**config.mk**
```make
export PLATFORM = sky130hd
export DESIGN_NAME = victim_cache_fa
export DESIGN_NICKNAME = d
export VERILOG_FILES = /design/src/rtl/victim_cache_fa_pkg.sv /design/src/rtl/vcache_lru.sv /design/src/rtl/victim_cache_fa.sv
export SDC_FILE = /design/constraint.sdc
export NUM_CORES = 1
export LEC_CHECK = 0
export CAP_MARGIN = 25
export CORE_UTILIZATION = 50
export CTS_CLUSTER_DIAMETER = 80
export DETAILED_ROUTE_END_ITERATION = 10
export GPL_ROUTABILITY_DRIVEN = 1
export HOLD_SLACK_MARGIN = 0.02
export PLACE_DENSITY = 0.74
export RECOVER_POWER = 25
export SYNTH_ARGS = -nofsm -noshare
export SYNTH_HDL_FRONTEND = slang
export SYNTH_SLANG_ARGS = --single-unit
```
**constraint.sdc**
```tcl
create_clock -name clock -period 17.5 [get_ports clock]
set_input_delay 1.75 -clock clock [delete_from_list [all_inputs] [get_ports clock]]
set_output_delay 1.75 -clock clock [all_outputs]
set_load 0.01 [all_outputs]
```
**src/rtl/victim_cache_fa_pkg.sv**
```systemverilog
// Shared victim-cache definitions: geometry defaults, the entry record and a popcount helper.
package victim_cache_fa_pkg;

    localparam int XLEN           = 32;
    localparam int VC_OFFSET_BITS = 3;
    localparam int VC_ADDR_BITS   = 16;
    localparam int VC_BLK_BITS    = VC_ADDR_BITS - VC_OFFSET_BITS;
    localparam int VC_NUM_ENTRIES = 4;
    localparam int VC_DATA_BITS   = 64;

    typedef struct packed {
        logic                    valid;
        logic [VC_BLK_BITS-1:0]  blk;
        logic [VC_DATA_BITS-1:0] data;
    } VCACHE_ENTRY;

    // Entry counts never exceed 16, so a 16-bit vector and 5-bit result cover every size.
    function automatic logic [4:0] vc_popcount(input logic [15:0] vec);
        logic [4:0] cnt;
        cnt = 5'd0;
        for (int i = 0; i < 16; i++) begin
            cnt = cnt + {4'd0, vec[i]};
        end
        return cnt;
    endfunction

endpackage

```
**src/rtl/vcache_lru.sv**
```systemverilog
// True-LRU tracker for the victim cache: per-entry ages, 0 = most recently touched.
module vcache_lru #(
    parameter int NUM_ENTRIES = 4
) (
    input  logic                           clock,
    input  logic                           reset,
    input  logic                           flush,
    input  logic                           touch_en,
    input  logic [$clog2(NUM_ENTRIES)-1:0] touch_way,
    output logic [$clog2(NUM_ENTRIES)-1:0] lru_way
);

    localparam int WAY_BITS = $clog2(NUM_ENTRIES);

    logic [WAY_BITS-1:0] age_r [NUM_ENTRIES];

    // Touched entries hold distinct ages in recency order; never-touched ones share the oldest age.
    always_ff @(posedge clock) begin
        for (int i = 0; i < NUM_ENTRIES; i++) begin
            if (reset || flush) begin
                age_r[i] <= '0;
            end else if (touch_en && (WAY_BITS'(i) == touch_way)) begin
                age_r[i] <= '0;
            end else if (touch_en && (age_r[i] <= age_r[touch_way])) begin
                age_r[i] <= age_r[i] + WAY_BITS'(1);
            end else begin
                age_r[i] <= age_r[i];
            end
        end
    end

    // Oldest entry wins; a strict compare keeps ties on the lowest index.
    always_comb begin
        logic [WAY_BITS-1:0] best_age_s;
        lru_way    = '0;
        best_age_s = age_r[0];
        for (int i = 1; i < NUM_ENTRIES; i++) begin
            lru_way    = (age_r[i] > best_age_s) ? WAY_BITS'(i) : lru_way;
            best_age_s = (age_r[i] > best_age_s) ? age_r[i] : best_age_s;
        end
    end

endmodule

```
**src/rtl/victim_cache_fa.sv**
```systemverilog
// Fully associative victim cache behind the I-cache with exclusive hand-back on take.
// Replacement is round-robin FIFO unless VCACHE_LRU_EN is defined, which selects true LRU.
module victim_cache_fa
    import victim_cache_fa_pkg::*;
#(
    parameter int NUM_ENTRIES = VC_NUM_ENTRIES,
    parameter int DATA_BITS   = VC_DATA_BITS,
    parameter int BLK_BITS    = VC_BLK_BITS
) (
    input  logic                           clock,
    input  logic                           reset,
    input  logic                           flush,
    input  logic                           evict_en,
    input  logic [BLK_BITS-1:0]            evict_blk,
    input  logic [DATA_BITS-1:0]           evict_data,
    input  logic                           lookup_valid,
    input  logic [XLEN-1:0]                lookup_addr,
    input  logic                           take_en,
    output logic                           hit,
    output logic [DATA_BITS-1:0]           hit_data,
    output logic [$clog2(NUM_ENTRIES)-1:0] hit_way,
    output logic [$clog2(NUM_ENTRIES):0]   occupancy
);

    localparam int WAY_BITS = $clog2(NUM_ENTRIES);
    typedef logic [WAY_BITS-1:0] way_t;

    logic [NUM_ENTRIES-1:0] valid_r;
    logic [BLK_BITS-1:0]    blk_r  [NUM_ENTRIES];
    logic [DATA_BITS-1:0]   data_r [NUM_ENTRIES];

    logic [NUM_ENTRIES-1:0] hit_vec_s, evict_vec_s, valid_next_s, take_mask_s, alloc_mask_s;
    logic [BLK_BITS-1:0]    lookup_blk_s;
    logic                   evict_match_s, full_s;
    way_t                   victim_way_s, alloc_way_s;
    logic                   unused_addr_s;

    function automatic way_t first_set(input logic [NUM_ENTRIES-1:0] vec);
        way_t idx;
        idx = '0;
        for (int i = NUM_ENTRIES - 1; i >= 0; i--) begin
            idx = vec[i] ? way_t'(i) : idx;
        end
        return idx;
    endfunction

    function automatic logic [NUM_ENTRIES-1:0] one_hot(input way_t way);
        return {{(NUM_ENTRIES-1){1'b0}}, 1'b1} << way;
    endfunction

    assign lookup_blk_s  = lookup_addr[BLK_BITS+VC_OFFSET_BITS-1:VC_OFFSET_BITS];
    assign unused_addr_s = ^{lookup_addr[XLEN-1:BLK_BITS+VC_OFFSET_BITS],
                             lookup_addr[VC_OFFSET_BITS-1:0]};

    // Match both the fetch address and the evicted block against every valid entry.
    always_comb begin
        hit_vec_s   = '0;
        evict_vec_s = '0;
        for (int i = 0; i < NUM_ENTRIES; i++) begin
            hit_vec_s[i]   = valid_r[i] && (blk_r[i] == lookup_blk_s);
            evict_vec_s[i] = valid_r[i] && (blk_r[i] == evict_blk);
        end
        hit           = |hit_vec_s;
        hit_way       = first_set(hit_vec_s);
        hit_data      = hit ? data_r[hit_way] : '0;
        evict_match_s = |evict_vec_s;
        full_s        = &valid_r;
    end

    // Evict slot: existing copy first, then lowest free slot, then the replacement victim.
    always_comb begin
        alloc_way_s  = evict_match_s ? first_set(evict_vec_s)
                     : (full_s ? victim_way_s : first_set(~valid_r));
        take_mask_s  = (take_en && hit) ? one_hot(hit_way) : '0;
        alloc_mask_s = evict_en ? one_hot(alloc_way_s) : '0;
        valid_next_s = (valid_r & ~take_mask_s) | alloc_mask_s;
    end

    // Valid bits and occupancy; the evict mask is applied after the take so it wins on the same entry.
    always_ff @(posedge clock) begin
        if (reset || flush) begin
            valid_r   <= '0;
            occupancy <= '0;
        end else begin
            valid_r   <= valid_next_s;
            occupancy <= (WAY_BITS+1)'(vc_popcount(16'(valid_next_s)));
        end
    end

    // Payload storage carries no reset; only the valid bits qualify it.
    always_ff @(posedge clock) begin
        if (evict_en && !reset && !flush) begin
            blk_r[alloc_way_s]  <= evict_blk;
            data_r[alloc_way_s] <= evict_data;
        end
    end

`ifdef VCACHE_LRU_EN
    logic touch_en_s;
    way_t touch_way_s, lru_way_s;

    assign touch_en_s  = evict_en || (lookup_valid && hit && !take_en);
    assign touch_way_s = evict_en ? alloc_way_s : hit_way;

    vcache_lru #(
        .NUM_ENTRIES (NUM_ENTRIES)
    ) u_lru (
        .clock     (clock),
        .reset     (reset),
        .flush     (flush),
        .touch_en  (touch_en_s),
        .touch_way (touch_way_s),
        .lru_way   (lru_way_s)
    );

    assign victim_way_s = lru_way_s;
`else
    way_t rr_ptr_r;
    logic replace_s;
    logic unused_s;

    assign replace_s    = evict_en && !evict_match_s && full_s;
    assign victim_way_s = rr_ptr_r;
    assign unused_s     = lookup_valid;

    // Round-robin pointer moves only when a full cache displaces an entry.
    always_ff @(posedge clock) begin
        if (reset || flush) begin
            rr_ptr_r <= '0;
        end else if (replace_s) begin
            rr_ptr_r <= rr_ptr_r + way_t'(1);
        end else begin
            rr_ptr_r <= rr_ptr_r;
        end
    end
`endif

endmodule
```
# Word-level counts from Yosys, hierarchy flattened

Memories as Yosys holds them, arrays and structs flattened.
Index checks and enable logic that the tools add are counted.

Reduce and logical (&&, ||, !) cells: 20
Multiplexer cells: 19
Add/subtract/negate cells: 4
Shift-type cells: 2
Eq/ne operators: 8
Bitwise logic cells: 4

Operators by type and width:

| kind                                                               | number |
|---|---|
| 13-bit equality test                                               | 8 |
| 64-bit 2-to-1 mux                                                  | 1 |
| 2-bit 2-to-1 mux                                                   | 14 |
| 1-bit logical AND                                                  | 13 |
| 4-bit 2-to-1 mux                                                   | 2 |
| 4-bit inverter                                                     | 2 |
| 4-bit OR reduction                                                 | 2 |
| 1-bit by 2-bit << shifter with 4-bit output (first input constant) | 2 |
| 4-bit bitwise AND                                                  | 1 |
| 4-bit bitwise OR                                                   | 1 |
| 4-bit AND reduction                                                | 1 |
| 2-bit by 1-bit adder with 3-bit output                             | 1 |
| 3-bit by 1-bit adder with 3-bit output                             | 1 |
| 1-bit logical NOT                                                  | 3 |
| 1-bit by 1-bit adder with 2-bit output                             | 1 |
| 2-bit by 1-bit adder with 2-bit output (second input constant)     | 1 |
| 1-bit 2-to-1 mux                                                   | 2 |
| 1-bit logical OR                                                   | 1 |

Logic and storage cells: 62
Output and inout bits: 70
Input port bits: 115
Bits in writable memories: 308
Bits in registers: 9
Memories: 2

Memory list:

| name   | words | width | rd ports | clocked after Yosys merged registers in | write ports | line                  | RTL |
|---|---|---|---|---|---|---|---|
| data_r | 4     | 64    | 1        | 0                                       | 1           | victim_cache_fa.sv:30 | `logic [DATA_BITS-1:0] data_r [NUM_ENTRIES];` |
| blk_r  | 4     | 13    | 4        | 0                                       | 1           | victim_cache_fa.sv:29 | `logic [BLK_BITS-1:0] blk_r [NUM_ENTRIES];` |

# Depth between registers and ports, before layout

Gate-level depths: netlist (run 1).

Depth in word-level cells: 14
Mapped depth: 13
Depth with buffers taken out: 11

# Least setup slack after synthesis (run 1)

No wires, ideal clock.

Kind: input port to flip-flop
Start point: in evict_blk[4]
End point: mem blk_r[2][0] (netlist name) (enable)
Cell stages on the path: 7
Setup slack: 8313 ps
Arrival time: 8564 ps
Cell sequence: clkbuf_1 -> xnor2_1 -> nand4_1 -> nor4_1 -> or3_1 -> clkbuf_1 -> nor3b_1

Longest elaborated chain between the ends: 7
Elaborated cells between the ends (all ways): 14
Classes of those cells: 4 x eq/ne; 5 x mux; 5 x reduce/logical

Ends and longest elaborated chain:

| element                       | line                  | RTL |
|---|---|---|
| from (decl)                   | victim_cache_fa.sv:14 | `input logic [BLK_BITS-1:0] evict_blk,` |
| 13-bit equality test          | victim_cache_fa.sv:61 | `evict_vec_s[i] = valid_r[i] && (blk_r[i] == evict_blk);` |
| 1-bit logical AND             | victim_cache_fa.sv:61 |  |
| 2-bit 2-to-1 mux (4 in a row) | victim_cache_fa.sv:42 | `idx = vec[i] ? way_t'(i) : idx;` |
| 2-bit 2-to-1 mux (*)          | victim_cache_fa.sv:72 | `alloc_way_s = evict_match_s ? first_set(evict_vec_s)` |
| to (decl)                     | victim_cache_fa.sv:29 |  |

Every way passes the cells marked *; elsewhere a longest branch is shown, timed or not.

# Final worst setup path (run 1)

Start point: in lookup_addr[3]
End point: out hit_data[24]

Longest elaborated chain between the ends: 8
Elaborated cells between the ends (all ways): 15
Classes of those cells: 4 x eq/ne; 5 x mux; 5 x reduce/logical; 1 x memory

Ends and longest elaborated chain:

| element                       | line                  | RTL |
|---|---|---|
| from (decl)                   | victim_cache_fa.sv:17 | `input logic [XLEN-1:0] lookup_addr,` |
| 13-bit equality test          | victim_cache_fa.sv:60 | `hit_vec_s[i] = valid_r[i] && (blk_r[i] == lookup_blk_s);` |
| 1-bit logical AND             | victim_cache_fa.sv:60 |  |
| 2-bit 2-to-1 mux (4 in a row) | victim_cache_fa.sv:42 |  |
| memory read 4 x 64 bit        | --                    |  |
| 64-bit 2-to-1 mux (*)         | victim_cache_fa.sv:65 | `hit_data = hit ? data_r[hit_way] : '0;` |
| to (decl)                     | victim_cache_fa.sv:20 | `output logic [DATA_BITS-1:0] hit_data,` |

Marks and branches as above.

==> results.yml, run 1 <==
global_route:
  antenna_found_initial: 4
  grt_overflow: 0
  grt_pass1_vias: 7471
  grt_max_degree: 80
  grt_pass1_wl_mm: 42.55
  globalRouteTotalUtil_pct: 21.32
hold_path:
  whs_endpoint: "rr_ptr_r[0]"
  worst_hold_path.num_cells: 2
  hold_path.class: "reg -> reg"
  hold_start: "rr_ptr_r[0]"
synthesis:
  synthArstFlopShare_pct: 0
  ys_types: 46
  synth_ff_type: "edfxtp_1"
  syn-cell-area_um2: 12760
  ys_warn_count: 0
  yosys.area.top_type: "edfxtp_1"
  synth_area_per_cell_um2: 15.39
  ys_seq_area_share_pct: 73.91
  synth_enable_flop_cells: 308
  syn_inst: 829
  synthTopCellsByArea: "edfxtp_1 (72%), xnor2_1 (7.2%), a221o_1 (3.7%)"
  ys_ff_latch: 317
  syn_nets: 947
  synth_top_area_share_pct: 72.50
sta:
  rsz0062_at_grt: "no"
  hold_viol_final: 0
  setup_viol: 0
  post-route-period-util_pct: 41.26
  slew_headroom_pct: 40.23
  max_freq_mhz: 138.5
  slew_viol_final: 0
  worst_pin_slew_ps: 895.9
  finClkSkew_ps: 15.79
  setup_tns_ps: 0
  setup_ws_ps: 10280
  finalCriticalPeriod_ps: 7221
placed_design:
  place_inst: 1273
  placed_area_um2: 14670
  place.port_buffers: 164
  place_ws_ps: 10240
  gp_congestion: 0.8316
  place_hpwl_mm: 16.06
drt:
  ant_nets: 0
  vias: 7506
  drt-vias-per-instance: 5.639
  drc_errors: 0
  dr.pass1.iters: 5
  drt-initial-drc-count: 629
  avgRoutedWirePerCell_um: 20.78
  wirelength_mm: 27.66
clock_network:
  h-tree-depth: 1
  clk_pin_slew_ps: 60
  cts_resized: 0
  ctsHoldBuffers: 0
  cts_setup_buffers: 0
  cts_tree: "yes"
  cts_sinks: 317
  cts_root_buf: "clkbuf_16"
  cts_buffer_depth: 3
  clk_latency_ps: 570
  numCtsBuffers: 31
floorplanning:
  die_y_um: 161.7
  ios: 185
  die_w_um: 161.7
  start_util_pct: 50.81
  rows: 58
  die_area_um2: 26160
  coreArea_um2: 25110
setup_path:
  reg2reg_from: "blk_r[1][7]"
  worstSetupPathType: "in -> out"
  r2r_cells: 12
  crit_required_ps: 15750
  crit_arrival_ps: 5470
  timing.reg2reg.setup_slack_ps: 13540
  endpoint_kind: "output pin"
  cp_max_fo: 51
  cp-start-kind: "input pin"
  reg2reg_to: "occupancy[1]"
power_and_ir_drop:
  ir_worst_vdd_v: 0.00008078
  power.total_mw: 1.552
  leakage_nw: 4.911
  power_density_nw_per_um2: 99.01
final_layout:
  finalInstanceArea_um2: 15680
  layout-drive-gt1-share_pct: 7.508
  nets: 1094
  mostFrequentLayoutCells: "edfxtp_1 (308), clkdlybuf4s50_1 (118), xnor2_1 (105), nand2_1 (79), a21oi_1 (66)"
  final_common_cell: "edfxtp_1"
  fin_cells: 1331
  syn_to_final_growth_pct: 22.90
job:
  maxCapViolCount: 0
status:
  run_status: "finished, final reports clean"
==> cells in the mapped netlist, drive strengths merged, types with 2 or more instances <==
library cell and instances:
and2 3, nor4 8, a2bb2oi 2, nor2 9, inv 6, clkbuf 37
or2 4, edfxtp 308, nand4 24, ha 2, a21oi 66, nor2b 2
a222oi 17, nor3 5, nand2 79, nand3 47, nor3b 2, o21ai 3
buf 29, dfxtp 9, nor4b 2, a221o 47, xnor2 105
==> registers in the layout, summed over array words and instances, names as in the netlist <==
register,flops
occupancy,3
blk_r,52
rr_ptr_r,2
valid_r,4
data_r,256
==> kinds of logic (layout without fill, tap and decap cells) <==
group	Yosys count	count (layout)	synth area share, %
xor gates and xnor gates	105	105	7.209
buffers and inverters	72	242	2.521
DFF	317	317	73.91
and+or+nand+nor	189	189	7.621
adders and majority gates	3	3	0.3531
other	0	2	0
AOI/OAI and AO/OA	143	143	8.386
==> where the power goes <==
part / total, mW / switching [mW] / leakage (nW) / internal, mW
sequential: 0.843 / 0.00234 / 2.86 / 0.840
clock: 0.653 / 0.270 / 0.487 / 0.383
combinational: 0.0569 / 0.0289 / 1.57 / 0.0279
total: 1.55 / 0.301 / 4.91 / 1.25
==> layer usage <==
layer / wire (µm) / GRT usage, % / vias up
met5: 23 / 0 / -
met1: 12250 / 30.30 / 3719
li1: - / - / 3492
met3: 1707 / 3.626 / 37
met2: 13130 / 34.29 / 254
met4: 541 / 5.575 / 4
==> final cells by class <==
type | instances | area, µm²
Antenna cell | 2 | 5.005
Clock buffer | 44 | 854.6
Clock inverter | 12 | 147.6
Fill cell | 1864 | 9430
Inverter | 6 | 22.52
Multi-Input combinational cell | 440 | 3045
Sequential cell | 317 | 9429
Tap cell | 330 | 412.9
Timing Repair Buffer | 180 | 1762
==> stage by stage <==
stage               hold WS (ps)  utilization (%)
finish                     582.9            62.44
global route               605.1            62.43
global placement           558.3            58.43
floorplan                  521.4                -
detailed placement         566.4            58.43
CTS                        582.9            62.42
==> critical path, stage by stage <==
cell	delay (ps)
clkdlybuf4s50_1	660
xnor2_1	160
nand4_1	210
nor4_4	310
buf_4	590
nor3b_2	430
buf_4	310
a222oi_1	130
a21oi_1	280
clkdlybuf4s50_1	580
==> worst max-delay path by stage <==
stage	end	depth (start not counted)	slack, ps	start
2_1_floorplan	blk_r[2][0]	7	8310	evict_blk[4]
3_3_place_gp	hit_data[63]	9	10250	lookup_addr[10]
3_5_place_dp	hit_data[63]	9	10240	lookup_addr[13]
4_1_cts	hit_data[63]	9	10240	lookup_addr[10]
5_1_grt	hit_data[63]	9	10060	lookup_addr[10]
6_report	hit_data[24]	10	10280	lookup_addr[3]
Power figures use the tool's default switching activity.
==> run 2: changes to the inputs <==
--- a/config.mk
+++ b/config.mk
@@ -6,12 +6,12 @@
 export NUM_CORES = 1
 export LEC_CHECK = 0
 export CAP_MARGIN = 25
-export CORE_UTILIZATION = 50
+export CORE_UTILIZATION = 49
 export CTS_CLUSTER_DIAMETER = 80
 export DETAILED_ROUTE_END_ITERATION = 10
 export GPL_ROUTABILITY_DRIVEN = 1
 export HOLD_SLACK_MARGIN = 0.02
-export PLACE_DENSITY = 0.74
+export PLACE_DENSITY = 0.76
 export RECOVER_POWER = 25
 export SYNTH_ARGS = -nofsm -noshare
 export SYNTH_HDL_FRONTEND = slang
==> constraint.sdc (replaced) <==
create_clock -name clock -period 6.1 [get_ports clock]
set_input_delay 0.61 -clock clock [delete_from_list [all_inputs] [get_ports clock]]
set_output_delay 0.61 -clock clock [all_outputs]
set_load 0.01 [all_outputs]
==> run 2 against run 1 <==
First-iteration DRC count up 29%. Combinational power rose to 2.9 times the previous value. Global-route usage down 0.32 points. Flip-flop and latch count unchanged. Hold slack worse by 17 ps. Clock-buffer cell count down 9. Cell count up 0.38%. Critical path depth unchanged. Clock power rose to 2.8 times the previous value. Non-clock buffer count up 3. Critical path type unchanged. Critical endpoint is now hit_data[63].
==> results.yml, run 2 (synthesis gave the netlist of run 1 again) <==
clock_network:
  cts_resized: 0
  clk_latency_ps: 550
  ctsHoldBuffers: 0
  clk_pin_slew_ps: 60
  h-tree-depth: 1
  cts_setup_buffers: 0
  cts_root_buf: "clkbuf_16"
  cts_tree: "yes"
  cts_buffer_depth: 3
  numCtsBuffers: 31
  cts_sinks: 317
final_layout:
  nets: 1097
  num-fill-cells: 1836
  fin_cells: 1336
  top_regs: "data_r: 256 flops, blk_r: 52 flops, valid_r: 4 flops"
  layout-drive-gt1-share_pct: 8.375
  finalInstanceArea_um2: 15700
  top_register: "data_r"
  mostFrequentLayoutCells: "edfxtp_1 (308), clkdlybuf4s50_1 (119), xnor2_1 (105), nand2_1 (79), a21oi_1 (66)"
  final_util_pct: 62.00
  syn_to_final_growth_pct: 23.09
  final_common_cell: "edfxtp_1"
  largest_reg_flops: 256
global_route:
  grtUsageMet1_pct: 29.84
  grt_pass1_wl_mm: 42.62
  grt_busiest_layer: "met2"
  grt_pass1_vias: 7501
  grt_max_degree: 78
  antenna_found_initial: 3
  use_met3_pct: 3.250
  globalRouteTotalUtil_pct: 21.00
  grt_overflow: 0
  grtUsageMet2_pct: 33.40
setup_path:
  crit_required_ps: 5490
  reg2reg_to: "occupancy[1]"
  endpoint_kind: "output pin"
  crit_arrival_ps: 4140
  timing.reg2reg.setup_slack_ps: 2350
  cp_max_fo: 50
  cp-start-kind: "input pin"
  reg2reg_from: "blk_r[0][0]"
  r2r_cells: 12
  worstSetupPathType: "in -> out"
sta:
  slew_viol_final: 0
  setup_viol: 0
  max_freq_mhz: 210.7
  finalCriticalPeriod_ps: 4747
  hold_viol_final: 0
  finClkSkew_ps: 9.035
  slew_headroom_pct: 42.24
  post-route-period-util_pct: 77.82
  worst_pin_slew_ps: 865.9
  setup_ws_ps: 1353
  rsz0062_at_grt: "no"
floorplanning:
  rows: 58
  ios: 185
  die_y_um: 163.4
  start_util_pct: 50.37
  die_area_um2: 26680
  coreArea_um2: 25330
  die_w_um: 163.4
hold_path:
  hold_start: "rr_ptr_r[0]"
  worst_hold_path.num_cells: 1
  hold_path.class: "reg -> reg"
  whs_endpoint: "rr_ptr_r[1]"
placed_design:
  gp_congestion: 0.8225
  place_ws_ps: 1268
  place_hpwl_mm: 16.38
  place.port_buffers: 164
  place_inst: 1276
  placed_area_um2: 14710
power_and_ir_drop:
  power_density_nw_per_um2: 281.3
  internal_power_mw: 3.548
  p_seq_share_pct: 54.7
  comb_power_share_pct: 3.7
  clkPwrFrac_pct: 41.6
  p_sw_mw: 0.8693
  switching_share_pct: 19.68
  ir_worst_vdd_v: 0.0002403
  leakage_nw: 4.932
drt:
  vias: 7596
  wirelength_mm: 27.68
  ant_nets: 0
  drt-vias-per-instance: 5.686
  drc_errors: 0
  drt-initial-drc-count: 811
  avgRoutedWirePerCell_um: 20.72
  dr.pass1.iters: 7
job:
  maxCapViolCount: 0
status:
  run_status: "finished, final reports clean"
## run 2: power by group through the flow
stage / Combinational, mW / Sequential, mW / Clock, mW
6_report: 0.165 / 2.42 / 1.84
5_1_grt: 0.178 / 2.42 / 1.95
4_1_cts: 0.171 / 2.42 / 1.86
3_5_place_dp: 0.170 / 2.46 / 0
3_3_place_gp: 0.166 / 2.46 / 0
2_1_floorplan: 0.0683 / 2.47 / 0
## run 2: worst max-delay path by stage
stage                   startpoint            to  slack [ps]
CTS                 lookup_addr[3]  hit_data[63]        1260
detailed placement  lookup_addr[3]  hit_data[63]        1270
global placement    lookup_addr[3]  hit_data[63]        1270
finish              lookup_addr[3]  hit_data[63]        1350
floorplan             evict_blk[0]   blk_r[1][0]       -1810
global route        lookup_addr[3]  hit_data[58]        1160
## run 2: per-stage QoR
step | setup TNS (ps) | hold WS [ps] | total power, mW
after floorplan | -278050 | 521.4 | 2.533
after global placement | 0 | 547.6 | 2.629
after detailed placement | 0 | 541.2 | 2.633
after CTS | 0 | 565.2 | 4.452
after global routing | 0 | 602.3 | 4.542
final | 0 | 565.5 | 4.418
## run 2: metal layers
| metal | vias up | routed length (µm) | part of all wire (%) |
|---|---|---|---|
| met2 | 291 | 13490 | 49 |
| met3 | 38 | 1718 | 6.2 |
| met4 | 0 | 659 | 2.4 |
| li1 | 3493 | - | - |
| met1 | 3774 | 11820 | 43 |
| met5 | - | 0 | 0 |
## run 2: critical path: stages
cell and delay, ps:
clkdlybuf4s50_1 630, xnor2_1 150, nand4_1 180, nor4_4 390, buf_4 580, nor3b_2 270, buf_4 300, a222oi_1 140
a21oi_1 270, clkdlybuf4s50_1 600
## run 2: cell type report
class	count	area, µm²	area share, %
Timing Repair Buffer	183	1797	11.44
Inverter	6	22.52	0.1434
Tap cell	330	412.9	2.629
Antenna cell	3	7.507	0.04781
Clock inverter	22	191.4	1.219
Sequential cell	317	9429	60.05
Multi-Input combinational cell	440	3052	19.43
Clock buffer	35	790.8	5.036
